### config.mk
export PLATFORM = sky130hd
export DESIGN_NAME = row_select_decoder
export DESIGN_NICKNAME = d
export VERILOG_FILES = /design/src/rtl/row_select_decoder.sv
export SDC_FILE = /design/constraint.sdc
export NUM_CORES = 1
export LEC_CHECK = 0
export CORE_ASPECT_RATIO = 1.1
export CORE_MARGIN = 5
export CORE_UTILIZATION = 35
export CTS_BUF_LIST = sky130_fd_sc_hd__clkbuf_16
export CTS_CLUSTER_DIAMETER = 60
export DETAILED_ROUTE_END_ITERATION = 7
export GPL_TIMING_DRIVEN = 0
export PLACE_DENSITY = 0.68
export SLEW_MARGIN = 20
export SYNTH_ARGS = -nofsm -noshare
export SYNTH_HDL_FRONTEND = slang
export SYNTH_SLANG_ARGS = --single-unit
### constraint.sdc
create_clock -name clk -period 3.1 [get_ports clk]
set_clock_uncertainty 0.1 [all_clocks]
set_input_delay 0.465 -clock clk [delete_from_list [all_inputs] [get_ports clk]]
set_output_delay 0.465 -clock clk [all_outputs]
set_load 0.01 [all_outputs]
### src/rtl/row_select_decoder.sv
// row_select_decoder
// Registered one-hot select decoder with a built-in scan sequencer.
// Drives the row/column enables of the cell grid: either a directly loaded
// index, a single pass SEL_IN..LAST_SEL, or a continuously repeating pass.
// Every output is registered; the decode is taken from the next index so
// SEL_OUT lines up with CUR_SEL on the same cycle.

module row_select_decoder #(
  parameter int SEL_WIDTH = 2,
  parameter int LAST_SEL  = (2 ** SEL_WIDTH) - 1
) (
  input  logic                      clk,
  input  logic                      rst_n,
  input  logic                      en,
  input  logic [1:0]                mode,
  input  logic                      load,
  input  logic [SEL_WIDTH-1:0]      sel_in,
  input  logic                      step,
  input  logic                      abort,
  output logic [(2**SEL_WIDTH)-1:0] sel_out,
  output logic [SEL_WIDTH-1:0]      cur_sel,
  output logic                      busy,
  output logic                      scan_done
);

  localparam int N = 2 ** SEL_WIDTH;

  // Final index of a pass, narrowed to index width. The parameter range is
  // limited to 0..N-1 so nothing is lost by the cast.
  localparam logic [SEL_WIDTH-1:0] LAST_IDX = SEL_WIDTH'(LAST_SEL);

  // MODE encodings. 2'b11 falls through to direct behaviour.
  localparam logic [1:0] MODE_DIRECT = 2'b00;
  localparam logic [1:0] MODE_ONCE   = 2'b01;
  localparam logic [1:0] MODE_LOOP   = 2'b10;

  typedef enum logic [1:0] {
    IDLE      = 2'b00,
    SCAN_ONCE = 2'b01,
    SCAN_LOOP = 2'b10
  } state_t;

  state_t                 state_q,     state_d;
  logic [SEL_WIDTH-1:0]   cur_sel_q,   cur_sel_d;
  logic [N-1:0]           sel_out_q,   sel_out_d;
  logic                   busy_q,      busy_d;
  logic                   scan_done_q, scan_done_d;

  logic                   scanning;
  logic                   at_last;
  logic                   start_in_range;
  logic [SEL_WIDTH-1:0]   scan_start;

  // Helper terms shared by the next-state logic: whether a scan is live,
  // whether the current index is the pass end, and the clamped start index
  // (an out-of-range start restarts the pass from index 0).
  always_comb begin
    scanning       = (state_q != IDLE);
    at_last        = (cur_sel_q == LAST_IDX);
    start_in_range = (sel_in <= LAST_IDX);
    scan_start     = start_in_range ? sel_in : '0;
  end

  // Next-state logic for the sequencer; priority is abort, then load, then
  // step. Abort keeps the current index so the grid stays on the last row.
  always_comb begin
    state_d     = state_q;
    cur_sel_d   = cur_sel_q;
    scan_done_d = 1'b0;

    if (abort && scanning) begin
      state_d = IDLE;
    end else if (load) begin
      unique case (mode)
        MODE_ONCE: begin
          cur_sel_d = scan_start;
          state_d   = SCAN_ONCE;
        end
        MODE_LOOP: begin
          cur_sel_d = scan_start;
          state_d   = SCAN_LOOP;
        end
        default: begin
          cur_sel_d = sel_in;
          state_d   = IDLE;
        end
      endcase
    end else if (step && scanning) begin
      if (!at_last) begin
        cur_sel_d = cur_sel_q + 1'b1;
      end else begin
        scan_done_d = 1'b1;
        if (state_q == SCAN_LOOP) begin
          cur_sel_d = '0;
        end else begin
          state_d = IDLE;
        end
      end
    end
  end

  // Registered status: busy follows the state we are about to enter.
  always_comb begin
    busy_d = (state_d != IDLE);
  end

  // One-hot decode of the next index, gated by the current output enable.
  always_comb begin
    sel_out_d = '0;
    for (int i = 0; i < N; i++) begin
      sel_out_d[i] = en && (cur_sel_d == SEL_WIDTH'(i));
    end
  end

  // State and output registers; reset clears everything asynchronously so a
  // scan interrupted by reset never reports completion.
  always_ff @(posedge clk or negedge rst_n) begin
    if (!rst_n) begin
      state_q     <= IDLE;
      cur_sel_q   <= '0;
      sel_out_q   <= '0;
      busy_q      <= 1'b0;
      scan_done_q <= 1'b0;
    end else begin
      state_q     <= state_d;
      cur_sel_q   <= cur_sel_d;
      sel_out_q   <= sel_out_d;
      busy_q      <= busy_d;
      scan_done_q <= scan_done_d;
    end
  end

  // Drive the ports straight from the registers.
  always_comb begin
    sel_out   = sel_out_q;
    cur_sel   = cur_sel_q;
    busy      = busy_q;
    scan_done = scan_done_q;
  end

endmodule

==> out/summary.txt <==
CTS tree: built
Crit path arrival time: 1.94 ns
Std-Cell Rows: 15
Tcrit/Tclk final: 62.09%
Post-synth EDFFs: 0
number of global-route vias before repair: 436
Startpoint Class: input pin
die width: 47.90 um
RSZ-0062 raised after global routing: no
Pins Over Slew Limit: 0
pre-CTS setup slack: 0.9467 ns
R2R Setup Slk: 1.39 ns
number of DRC markers in iteration 0: 3
maximum VDD drop: 0.0004104 V
Synth area leaders: dfrtp_1 45%, ha_1 9.0%, nor3b_2 4.5%, o311a_4 3.8%, a211oi_4 3.6%
Final Util: 53.25%
Mapped Nets: 60
#FFs+latches synth: 10
Core Area: 0.001539 mm^2
commonest cells in the netlist: 10 x dfrtp_1, 4 x ha_1, 3 x nand2_1
clk slew on worst S/H paths: 0.04 ns
CP Capture Type: register
Static Leakage: 0.3608 nW
H-tree levels: 1
cell area after synthesis: 553.0 um^2
register area share after synthesis: 45.25%
FF-to-FF path depth: 6
top cell type's share of synthesized area: 45.25%
I/O pin total: 18
die area: 0.002476 mm^2
Post-CTS Setup Inserts: 0
Worst Tran Pin Value: 0.4357 ns
Final ANT Viol Nets: 0
cell taking the most area after synthesis: dfrtp_1
Hold Crit Class: in -> async
worst skew pair latency: 0.23 ns
initial antenna violation count: 0
GRT Overall Usage: 11.00%
ys async rst share: 100.0%
RD Place Congestion: 0.8002
cell breakdown of the critical path: clkdlybuf4s50_1 > nor2_1 > and4b_4 > a211oi_4 > inv_2 > and3_1
Yosys cell types: 26
Worst Setup Path Type: in -> reg
Initial Utilization: 35.93%
count of final setup violators: 0
top achievable clock speed: 0.5195 GHz
Nets: 82
Synth Warn #: 0
Fin Hold WS: 0.4469 ns
slowest stage cell on the critical path: clkdlybuf4s50_1
count leader, synth: dfrtp_1
crit-path max FO: 7
via density per instance: 4.892
Fin. Hold Viols: 0
Max-Slew Margin vs Limit: 70.86%
cells after synthesis: 46
gr ovfl total: 0
drt wl/cell: 12.84 um
final setup TNS: 0 ns
first-pass GRT wire length: 1904 um
Num CTS Buffers: 3
largest net degree at the start of global routing: 11
Inserted Diodes: 0
clk buf depth: 2
clock period minus worst slack: 1.925 ns
Avg Inst Size Synth: 12.02 um^2
first drt pass iteration count: 3
layout cells sized above 1: 22.73%
IO buf count: 17
dpl hpwl: 810 um
Hold-fix buffers, CTS: 0
CP peak stage delay: 0.63 ns
via count: 406
Post-route DRC: 0
Max-cap violations: 0
Sink Count: 10
WL final: 1066 um
die height: 51.69 um
Layout area overhead: 48.19%
PnR worst setup slack: 1.175 ns
Power Dens Cells: 574.0 mW/mm^2
status: finished clean
Main synth FF type: dfrtp_1
PostCTS Resize Cnt: 0
FILL cells: 144
Root Driver: clkbuf_16
Crit path required time: 3.12 ns
==> cells in the final DEF, fill, tap and decap left out, drive strengths merged, types with 2 or more instances in the layout <==
cell type	Yosys	final
and3	2	2
ha	4	4
nor2	2	2
nor3b	2	2
inv	4	4
dfrtp	10	10
clkdlybuf4s50	0	17
o21ai	2	2
nand2	3	3
nor2b	2	2
clkbuf	0	3
==> where the power goes <==
part	total [mW]	switching, mW	internal, mW
logic	0.0965	0.0418	0.0547
clock network	0.218	0.0518	0.166
registers	0.156	0.0116	0.144
==> final cells by class <==
| cell class | instances | area [um^2] | area share (%) |
|---|---|---|---|
| multi-input cells | 32 | 287.8 | 35.11 |
| flip-flops and latches | 10 | 250.2 | 30.53 |
| repair buffers | 17 | 170.2 | 20.76 |
| clock buffers | 3 | 75.07 | 9.160 |
| well taps | 17 | 21.27 | 2.595 |
| inverters | 4 | 15.01 | 1.832 |
==> worst max-delay path, delay by kind of cell <==
kind | cells | cell delay, ns
simple gates | 3 | 0.55
buf+inv | 2 | 0.71
compound gates | 1 | 0.22
==> metal layers <==
metal / vias up / global-route usage [%] / share of wire [%]
met5: - / 0 / 0
met4: 0 / 4.036 / 0
met3: 0 / 4.152 / 7.3
met2: 10 / 16.74 / 52
met1: 189 / 13.85 / 41
li1: 207 / - / -
==> kinds of logic after synthesis <==
family                     count (synthesis)  synth area share [%]
adders and majority gates                  4                 9.050
muxes                                      1                 2.036
DFF                                       10                 45.25
buffers and inverters                      4                 2.716
and+or+nand+nor                           17                 20.81
AOI/OAI and AO/OA                         10                 20.13
==> path summary, 6_finish.rpt <==
kind                                           start                    to
worst max-delay path                            load  sel_out[3]$_DFF_PN0_
worst min-delay path                           rst_n  sel_out[1]$_DFF_PN0_
worst max register to register  cur_sel[0]$_DFF_PN0_  sel_out[3]$_DFF_PN0_
worst min register to register  state_q[1]$_DFF_PN0_  state_q[1]$_DFF_PN0_
max in group asynchronous                      rst_n  cur_sel[1]$_DFF_PN0_
min in group clk                state_q[1]$_DFF_PN0_  state_q[1]$_DFF_PN0_
==> flip-flops by register name, indices dropped and copies added, names as in the netlist <==
| register | count |
|---|---|
| sel_out | 4 |
| state_q | 2 |
| scan_done | 1 |
| cur_sel | 2 |
| busy | 1 |
==> per-stage QoR <==
step | instance area [um^2] | instances | total power [mW]
finish | 819.5 | 83 | 0.4704
global route | 819.5 | 83 | 0.4958
CTS | 819.5 | 83 | 0.4785
detailed placement | 744.5 | 80 | 0.2548
global placement | 744.5 | 80 | 0.2530
floorplan | 553.0 | 46 | 0.2064
No activity file was read; power rests on OpenSTA's default activity.
